File: config.mk
export PLATFORM = sky130hd
export DESIGN_NAME = sha512_padder_flat
export DESIGN_NICKNAME = d
export VERILOG_FILES = /design/src/rtl/sha512_padder_if.sv /design/src/rtl/sha512_padder.sv /design/src/flat_wrapper.sv
export SDC_FILE = /design/constraint.sdc
export NUM_CORES = 2
export LEC_CHECK = 0
export CAP_MARGIN = 20
export CORE_AREA = 2 2 402 404
export CTS_CLUSTER_SIZE = 40
export DETAILED_ROUTE_END_ITERATION = 7
export DIE_AREA = 0 0 404 406
export PLACE_DENSITY_LB_ADDON = 0.25
export RECOVER_POWER = 25
export SLEW_MARGIN = 30
export SYNTH_ARGS = -nofsm -noshare
export SYNTH_HDL_FRONTEND = slang
export SYNTH_SLANG_ARGS = --single-unit
File: constraint.sdc
create_clock -name clk -period 3.17 [get_ports clk]
set_clock_uncertainty 0.05 [all_clocks]
set_input_delay 0.317 -clock clk [delete_from_list [all_inputs] [get_ports clk]]
set_output_delay 0.317 -clock clk [all_outputs]
set_load 0.03 [all_outputs]
File: src/rtl/sha512_padder_if.sv
// rtl/sha512_padder_if.sv - byte-in / block-out handshake bundle for the SHA-512 padder
interface sha512_padder_if #(
  parameter int BLOCK_W = 1024
);
  logic               in_valid;
  logic               in_ready;
  logic [7:0]         in_data;
  logic               in_last;
  logic               out_valid;
  logic               out_ready;
  logic [BLOCK_W-1:0] out_block;
  logic               out_last;

  modport master (
    output in_valid, in_data, in_last, out_ready,
    input  in_ready, out_valid, out_block, out_last
  );

  modport slave (
    input  in_valid, in_data, in_last, out_ready,
    output in_ready, out_valid, out_block, out_last
  );
endinterface

File: src/rtl/sha512_padder.sv
// rtl/sha512_padder.sv - FIPS 180-4 SHA-512 message padder, byte stream in, 1024-bit blocks out
module sha512_padder #(
  parameter int CNT_W   = 32,
  parameter int BLOCK_W = 1024
) (
  input logic            clk,
  input logic            rst_n,
  sha512_padder_if.slave bus
);
  localparam logic [0:0] S_FILL = 1'b0;
  localparam logic [0:0] S_OUT  = 1'b1;

  localparam logic [1:0] P_NONE     = 2'd0;
  localparam logic [1:0] P_LEN_ONLY = 2'd1;
  localparam logic [1:0] P_MARK_LEN = 2'd2;

  logic [0:0]         state;
  logic [6:0]         idx;
  logic [CNT_W-1:0]   count;
  logic [1:0]         pending;
  logic [BLOCK_W-1:0] blk;
  logic               last_r;

  logic [7:0]         p;
  logic [9:0]         hi_k;
  logic [9:0]         hi_p;
  logic [CNT_W-1:0]   count_n;
  logic [127:0]       len_new;
  logic [127:0]       len_cur;

  assign p       = {1'b0, idx} + 8'd1;
  assign hi_k    = 10'd1023 - {idx, 3'b000};
  assign hi_p    = 10'd1023 - {p[6:0], 3'b000};
  assign count_n = count + CNT_W'(1);
  assign len_new = 128'({count_n, 3'b000});
  assign len_cur = 128'({count, 3'b000});

  assign bus.in_ready  = (state == S_FILL);
  assign bus.out_valid = (state == S_OUT);
  assign bus.out_block = blk;
  assign bus.out_last  = last_r;

  always_ff @(posedge clk or negedge rst_n) begin
    if (!rst_n) begin
      state   <= S_FILL;
      idx     <= '0;
      count   <= '0;
      pending <= P_NONE;
      blk     <= '0;
      last_r  <= 1'b0;
    end else if (state == S_FILL) begin
      if (bus.in_valid) begin
        blk[hi_k -: 8] <= bus.in_data;
        count          <= count_n;
        if (!bus.in_last) begin
          if (p == 8'd128) begin
            state   <= S_OUT;
            last_r  <= 1'b0;
            pending <= P_NONE;
          end else begin
            idx <= p[6:0];
          end
        end else if (p <= 8'd111) begin
          // Message fits with its length: marker, zero gap already present, length tail.
          blk[hi_p -: 8] <= 8'h80;
          blk[127:0]     <= len_new;
          last_r         <= 1'b1;
          pending        <= P_NONE;
          state          <= S_OUT;
        end else if (p <= 8'd127) begin
          blk[hi_p -: 8] <= 8'h80;
          last_r         <= 1'b0;
          pending        <= P_LEN_ONLY;
          state          <= S_OUT;
        end else begin
          last_r  <= 1'b0;
          pending <= P_MARK_LEN;
          state   <= S_OUT;
        end
      end
    end else if (bus.out_ready) begin
      case (pending)
        P_LEN_ONLY: begin
          blk     <= {896'b0, len_cur};
          last_r  <= 1'b1;
          pending <= P_NONE;
        end
        P_MARK_LEN: begin
          blk     <= {8'h80, 888'b0, len_cur};
          last_r  <= 1'b1;
          pending <= P_NONE;
        end
        default: begin
          // Clearing here guarantees unwritten bytes of the next block read as zero.
          state  <= S_FILL;
          idx    <= '0;
          blk    <= '0;
          last_r <= 1'b0;
          if (last_r) count <= '0;
        end
      endcase
    end
  end
endmodule

File: src/flat_wrapper.sv
// flat-port wrapper written by rule: the top's interface ports become plain ports
module sha512_padder_flat 
#(
  parameter int CNT_W   = 32,
  parameter int BLOCK_W = 1024
)
  (clk, rst_n, bus_in_valid, bus_in_data, bus_in_last, bus_out_ready, bus_in_ready, bus_out_valid, bus_out_block, bus_out_last);
  sha512_padder_if #(.BLOCK_W(BLOCK_W)) bus_i ();
  input logic clk;
  input logic rst_n;
  input wire logic [$bits(bus_i.in_valid)-1:0] bus_in_valid;
  input wire logic [$bits(bus_i.in_data)-1:0] bus_in_data;
  input wire logic [$bits(bus_i.in_last)-1:0] bus_in_last;
  input wire logic [$bits(bus_i.out_ready)-1:0] bus_out_ready;
  output wire logic [$bits(bus_i.in_ready)-1:0] bus_in_ready;
  output wire logic [$bits(bus_i.out_valid)-1:0] bus_out_valid;
  output wire logic [$bits(bus_i.out_block)-1:0] bus_out_block;
  output wire logic [$bits(bus_i.out_last)-1:0] bus_out_last;
  assign bus_i.in_valid = bus_in_valid;
  assign bus_i.in_data = bus_in_data;
  assign bus_i.in_last = bus_in_last;
  assign bus_i.out_ready = bus_out_ready;
  assign bus_in_ready = bus_i.in_ready;
  assign bus_out_valid = bus_i.out_valid;
  assign bus_out_block = bus_i.out_block;
  assign bus_out_last = bus_i.out_last;
  sha512_padder #(.CNT_W(CNT_W), .BLOCK_W(BLOCK_W)) u_core (.clk(clk), .rst_n(rst_n), .bus(bus_i));
endmodule
# ---- Yosys cells after proc, flatten, opt, wreduce, memory -nomap -nowiden
# Index checks and enable logic that the tools add are counted.
dict set report word_totals {
  reg_bits 1067
  latchBits 0
  mem_bits_rw 0
  rom_bits 0
  input_bits 13
  word_cells 76
  n_memories 0
}
dict set report op_classes {
  addsub 6
  mul 0
  div_mod_pow 0
  order_cmp 2
  n_eq_ne 9
  shifts 4
  muxes 40
  bitwise 1
  reduce_logical 8
}
# op n
set ops {}
lappend ops {{$mux W1024} 6}
lappend ops {{$shift A8 B12 Y1031 const A} 2}
lappend ops {{$bwmux W1024} 2}
lappend ops {{$pmux W1024 S2} 1}
lappend ops {{$shiftx A8 B12 Y1031} 1}
lappend ops {{$shiftx A8 B12 Y1031 const A} 1}
lappend ops {{$mux W32} 5}
lappend ops {{$mux W7} 6}
lappend ops {{$add A32 B1 Y32 const B} 1}
lappend ops {{$neg A10 Y12} 2}
lappend ops {{$sub A10 B10 Y10 const A} 2}
lappend ops {{$le A8 B7 Y1 const B} 2}
lappend ops {{$mux W2} 8}
lappend ops {{$mux W1} 12}
lappend ops {{$add A7 B1 Y8 const B} 1}
lappend ops {{$eq A8 B8 Y1 const B} 1}
lappend ops {{$ne A2 B2 Y1 const B} 4}
lappend ops {{$reduce_and A4 Y1} 2}
lappend ops {{$reduce_and A5 Y1} 1}
lappend ops {{$ne A2 B1 Y1 const B} 2}
lappend ops {{$reduce_and A3 Y1} 1}
lappend ops {{$reduce_bool A3 Y1} 1}
lappend ops {{$eq A2 B1 Y1 const B} 1}
lappend ops {{$eq A2 B2 Y1 const B} 1}
lappend ops {{other kinds (4)} 4}

# ---- Longest topological paths before layout
dict set report depth {
  depth_word 10
  ltp_mapped 11
  mapped_depth_nobuf 8
}

# ---- Worst setup path after synthesis
# OpenSTA, ideal clock, no wires.
dict set report synth_timing {
  path_type {register to register}
  start {register u_core.idx[0]}
  end {register u_core.blk[624] (netlist: u_core.bus.out_block[624])}
  setup_ns 0.126
  arrival_time_ns 2.828
  required_time_ns 2.994
  setup_slack_ns 0.166
  path_stages_with_launch 11
  n_path_buf 2
  synth_period_minus_slack_ns 3.004
  cell_sequence {dfrtp_1 > clkinv_1 > clkbuf_1 > ha_1 > clkbuf_1 > or4b_2 > o41a_1 > a2111oi_4 > o21ai_1 > nand2_1 > o21ai_0}
}
dict set report synth_via {
  elab_chain_cells 10
}
# element line_no
set synth_rtl {}
lappend synth_rtl {{start: declaration} sha512_padder.sv:18} ;# logic [6:0] idx;
lappend synth_rtl {{start signal: assignment} sha512_padder.sv:61} ;# idx <= p[6:0];
lappend synth_rtl {{$add A7 B1 Y8 / $sub A10 B10 Y10 (equally long branches)} {sha512_padder.sv:31, sha512_padder.sv:32}}
lappend synth_rtl {{$sub A10 B10 Y10 / $neg A10 Y12 (equally long branches)} {sha512_padder.sv:33, sha512_padder.sv:53}}
lappend synth_rtl {{$neg A10 Y12, or another cell as far along} {sha512_padder.sv:65, sha512_padder.sv:71}}
lappend synth_rtl {{$shiftx A8 B12 Y1031, or another cell as far along} {sha512_padder.sv:65, sha512_padder.sv:71}}
lappend synth_rtl {{$bwmux W1024} {sha512_padder.sv:65, sha512_padder.sv:71}}
lappend synth_rtl {{$mux W1024} sha512_padder.sv:70} ;# end else if (p <= 8'd127) begin
lappend synth_rtl {{$mux W1024} sha512_padder.sv:63} ;# end else if (p <= 8'd111) begin
lappend synth_rtl {{$mux W1024 (*)} sha512_padder.sv:55} ;# if (!bus.in_last) begin
lappend synth_rtl {{$mux W1024 (*)} sha512_padder.sv:52} ;# if (bus.in_valid) begin
lappend synth_rtl {{$mux W1024 (*)} sha512_padder.sv:51} ;# end else if (state == S_FILL) begin
lappend synth_rtl {{end signal: indexed assignment} sha512_padder.sv:53} ;# blk[hi_k -: 8] <= bus.in_data;
lappend synth_rtl {{end signal: assignment} sha512_padder.sv:84} ;# blk <= {896'b0, len_cur};
lappend synth_rtl {{end signal: assignment} sha512_padder.sv:89} ;# blk <= {8'h80, 888'b0, len_cur};
lappend synth_rtl {{end: declaration} sha512_padder.sv:21} ;# logic [BLOCK_W-1:0] blk;
# Mark *: on every way between the ends. The rest lies on a longest branch, timed or not. The select of a mux whose other input is x is not followed.
# A chain may end at the register's enable or synchronous reset.

# ---- Final worst setup path
dict set report layout_timing {
  start {register u_core.idx[0]}
  end {register u_core.blk[596] (netlist: u_core.bus.out_block[596])}
}
# Same word-level chain as after synthesis.

==> qor.csv <==
stage,metric,value,unit
run_status,outcome,"finished, violations left",
run_status,failing checks,"capacitance limit, slew limit",
timing,Final Max Slew Viols,45,
pwr,Comb pwr share,0.179,
cts,total clock sinks,1067,
layout,fin nets,5675,
logic_synthesis,post-synth top area share,0.566,
cts,clock root cell,clkbuf_16,
flow_run,Max Cap Viol,1,
cts,CTS tree,done,
pwr,clock network fraction of total power,0.427,
floorplanning,Die Wd,404,um
logic_synthesis,Post-synth top flop,dfrtp_1,
layout,Post-Layout Inst Area,0.0672,sq mm
routing,Detail Route Antenna Nets,0,
floorplanning,Die ar.,0.164,sq mm
worst_setup_path,critical path class,register to register,
worst_setup_path,CP Max Fanout,10,
routing,routed via count,45300,
logic_synthesis,"Seq/Total Area, Yosys",0.566,
layout,utilization after layout,0.421,
floorplanning,Cell Rows,147,
timing,final hold vios,0,
routing,DRC Markers,0,
place,"worst slack, placed",-0.0882,ns
logic_synthesis,"EDFF count, synth",0,
logic_synthesis,YS warnings,0,
cts,H-tree Lvls,3,
floorplanning,Die H,406,um
grt,met1 Resource Use GR,0.400,
grt,largest net degree at the start of global routing,120,
cts,worst skew pair latency,0.77,ns
timing,final worst slack,0.00485,ns
timing,period utilization,0.998,
place,# port buffers,1039,
pwr,Reg power frac,0.394,
timing,Hold WS,0.178,ns
logic_synthesis,"Avg Cell Area, Syn",10.8,sq um
grt,met3 global-route usage,0.0805,
timing,slew at the pin with the worst max-slew slack,1.66,ns
place,RePlAce Congestion,0.973,
timing,Max-Slew Margin vs Limit,-0.109,
layout,share of layout cells above drive strength 1,0.148,
grt,global routing's busiest layer,met2,
routing,DR vias/cell,5.77,
cts,CTS Buffer Depth,3,
pwr,switching share of power,0.319,
worst_hold_path,Hold WC Path Type,input pin to register,
floorplanning,Core Box Area,0.160,sq mm
pwr,ratio of total power to cell area,532,mW/mm^2
logic_synthesis,fraction of registers with async set or reset after synthesis,1.00,
grt,total gr overflow,0,
logic_synthesis,syn nets,4391,
grt,initial antenna violation count,10,
routing,DRT iter0 DRCs,4610,
worst_setup_path,crit path launch type,register,
worst_setup_path,reg2reg path depth,9,
routing,wire per inst,34.0,um
floorplanning,Initial Utilization,0.296,
worst_setup_path,cell breakdown of the critical path,clkinv_1 -> ha_1 -> buf_4 -> or4bb_1 -> o41a_1 -> a2111oi_2 -> o21ai_1 -> nand2_1 -> o21ai_0,
grt,vias in the first global route,44400,
place,Post-Place Cell Area,0.0629,sq mm
grt,global-route wire length before repair,366000,um
timing,RSZ-0062 raised after global routing,yes,
timing,final setup vio count,0,
worst_setup_path,CP arrival,3.77,ns
worst_setup_path,CP Capture Type,register,
logic_synthesis,Yosys reg bits,1067,
logic_synthesis,synth unique cells,112,
cts,clock buffer count from CTS,121,
pwr,VDD IR max,0.523,mV
routing,Post-Route WL,266000,um
timing,Fmax achieved,316,MHz
floorplanning,num ports,1040,
pwr,switching power,11400,uW
grt,aggregate global-route resource usage,0.315,
worst_setup_path,Crit path largest cell delay,0.66,ns
place,hpwl dp,204000,um
pwr,LEAKAGE,0.0274,uW
routing,first drt pass iteration count,6,
worst_setup_path,slowest CP cell,a2111oi_2,
worst_setup_path,Worst EP required,3.77,ns
timing,minimum clock period,3.17,ns
cts,"Reg clk slew, reported paths",0.06,ns
logic_synthesis,cell taking the most area after synthesis,dfrtp_1,
worst_hold_path,WHS Path Cells,4,
logic_synthesis,Mapped Cells,4369,
pwr,Internal Pwr Total,24400,uW
logic_synthesis,area of the mapped netlist,0.0472,sq mm
grt,met2 Use GR,0.507,
layout,Layout area overhead,42.3,%
logic_synthesis,Synth area leaders,"dfrtp_1 57%, o2bb2ai_1 6.1%, a22o_1 5.0%",
what timing repair did:
item	CTS	global route
pin swaps	0	0
hold buffers	1	0
resized for setup	10	24
endpoints found under the setup margin	49	180
endpoints found under the hold margin	342	0
setup buffers	0	1
registers in the layout, summed over array words and instances (netlist names):
name	cells
u_core.bus.out_block	1024
u_core.bus.out_last	1
u_core.bus.out_valid	1
u_core.count	32
u_core.idx	7
u_core.pending	2
critical path: cells and delay by family, from the launching register on:
family                     cells  cell delay, ns
AOI/OAI and AO/OA              4            1.40
adders and majority gates      1            0.27
buffers and inverters          2            0.34
DFF                            1            0.44
and+or+nand+nor                2            0.54
power groups by stage:
stage	clock, uW	combinational [uW]	sequential [uW]
6_report	15300	6400	14100
4_1_cts	15500	6370	14100
3_3_place_gp	0	6330	14300
2_1_floorplan	0	2250	14700
5_1_grt	16000	6650	14100
3_5_place_dp	0	6350	14300
worst paths after layout:
path / from / to / slack (ns)
max: u_core.idx[0]$_DFFE_PN0P_ / u_core.bus.out_block[596]$_DFFE_PN0P_ / 0.005
min reg2reg: u_core.bus.out_block[913]$_DFFE_PN0P_ / u_core.bus.out_block[913]$_DFFE_PN0P_ / 0.42
min in group asynchronous: rst_n / u_core.bus.out_block[985]$_DFFE_PN0P_ / 0.43
min: bus_in_last / u_core.bus.out_block[671]$_DFFE_PN0P_ / 0.18
max reg2reg: u_core.idx[0]$_DFFE_PN0P_ / u_core.bus.out_block[596]$_DFFE_PN0P_ / 0.005
max in group asynchronous: rst_n / u_core.bus.out_block[348]$_DFFE_PN0P_ / 0.26
cell families (layout without fill, tap and decap cells):
kind of cell | Yosys count | count (layout) | share of synthesized area
other | 0 | 3 | 0
XOR/XNOR | 8 | 8 | 0.00148
buffers and inverters | 312 | 1697 | 0.0285
multiplexers | 30 | 30 | 0.00681
AO/OA/AOI/OAI | 1658 | 1658 | 0.267
AND/OR/NAND/NOR | 1285 | 1285 | 0.129
flip-flops | 1067 | 1067 | 0.566
adder cells (fa/ha/maj) | 9 | 9 | 0.00239
layer usage:
| metal | wire [um] | vias up |
|---|---|---|
| li1 | - | 19100 |
| met1 | 107000 | 23300 |
| met2 | 124000 | 2337 |
| met3 | 22800 | 472 |
| met4 | 13000 | 8 |
| met5 | 168 | - |
Yosys cell counts (all sizes together), types with 12 or more instances:
| cell | number |
|---|---|
| a22oi | 14 |
| dfrtp | 1067 |
| a211oi | 12 |
| and3 | 30 |
| o211ai | 21 |
| buf | 101 |
| nand2 | 579 |
| a41oi | 13 |
| nor4 | 23 |
| a32o | 135 |
| nor2 | 295 |
| and2 | 28 |
| a31o | 16 |
| or3 | 27 |
| o2bb2ai | 327 |
| clkbuf | 194 |
| nand3 | 99 |
| mux2i | 19 |
| nand2b | 15 |
| a31oi | 51 |
| nand4 | 17 |
| a22o | 270 |
| a21o | 14 |
| a21oi | 137 |
| nor3 | 102 |
| o31ai | 94 |
| nor2b | 25 |
| inv | 15 |
| o21ai | 446 |
layout make-up:
type / count / area [sq um]
Inverter: 17 / 63.8
Tap cell: 2086 / 2610
Multi-Input combinational cell: 2990 / 19600
Clock buffer: 170 / 3460
Fill cell: 15300 / 92500
Timing Repair Buffer: 1456 / 13900
Clock inverter: 54 / 831
Sequential cell: 1067 / 26700
Antenna cell: 3 / 7.51
stage by stage:
step / power [uW] / cells / setup TNS [ns]
after floorplan: 16900 / 4369 / 0
after global placement: 20700 / 7614 / -0.935
after detailed placement: 20700 / 7614 / -1.47
after CTS: 35900 / 7839 / -0.00170
after global routing: 36800 / 7840 / -1.45
final: 35800 / 7843 / 0
cells in the final DEF, fill, tap and decap left out, types with 28 or more instances in the layout:
| cell type | instances |
|---|---|
| and3_1 | 28 |
| nand3_1 | 93 |
| buf_12 | 33 |
| nor3_1 | 55 |
| o31ai_2 | 32 |
| o21ai_1 | 55 |
| nand2_1 | 566 |
| a32o_1 | 135 |
| o21ai_0 | 383 |
| buf_4 | 360 |
| clkbuf_16 | 121 |
| a22o_1 | 270 |
| o2bb2ai_1 | 327 |
| dfrtp_1 | 1062 |
| nor3_2 | 38 |
| a31oi_1 | 50 |
| clkdlybuf4s50_1 | 1037 |
| o31ai_1 | 58 |
| nor2_1 | 281 |
| a21oi_1 | 131 |
| clkbuf_1 | 31 |
(Power assumes the default switching activity.)
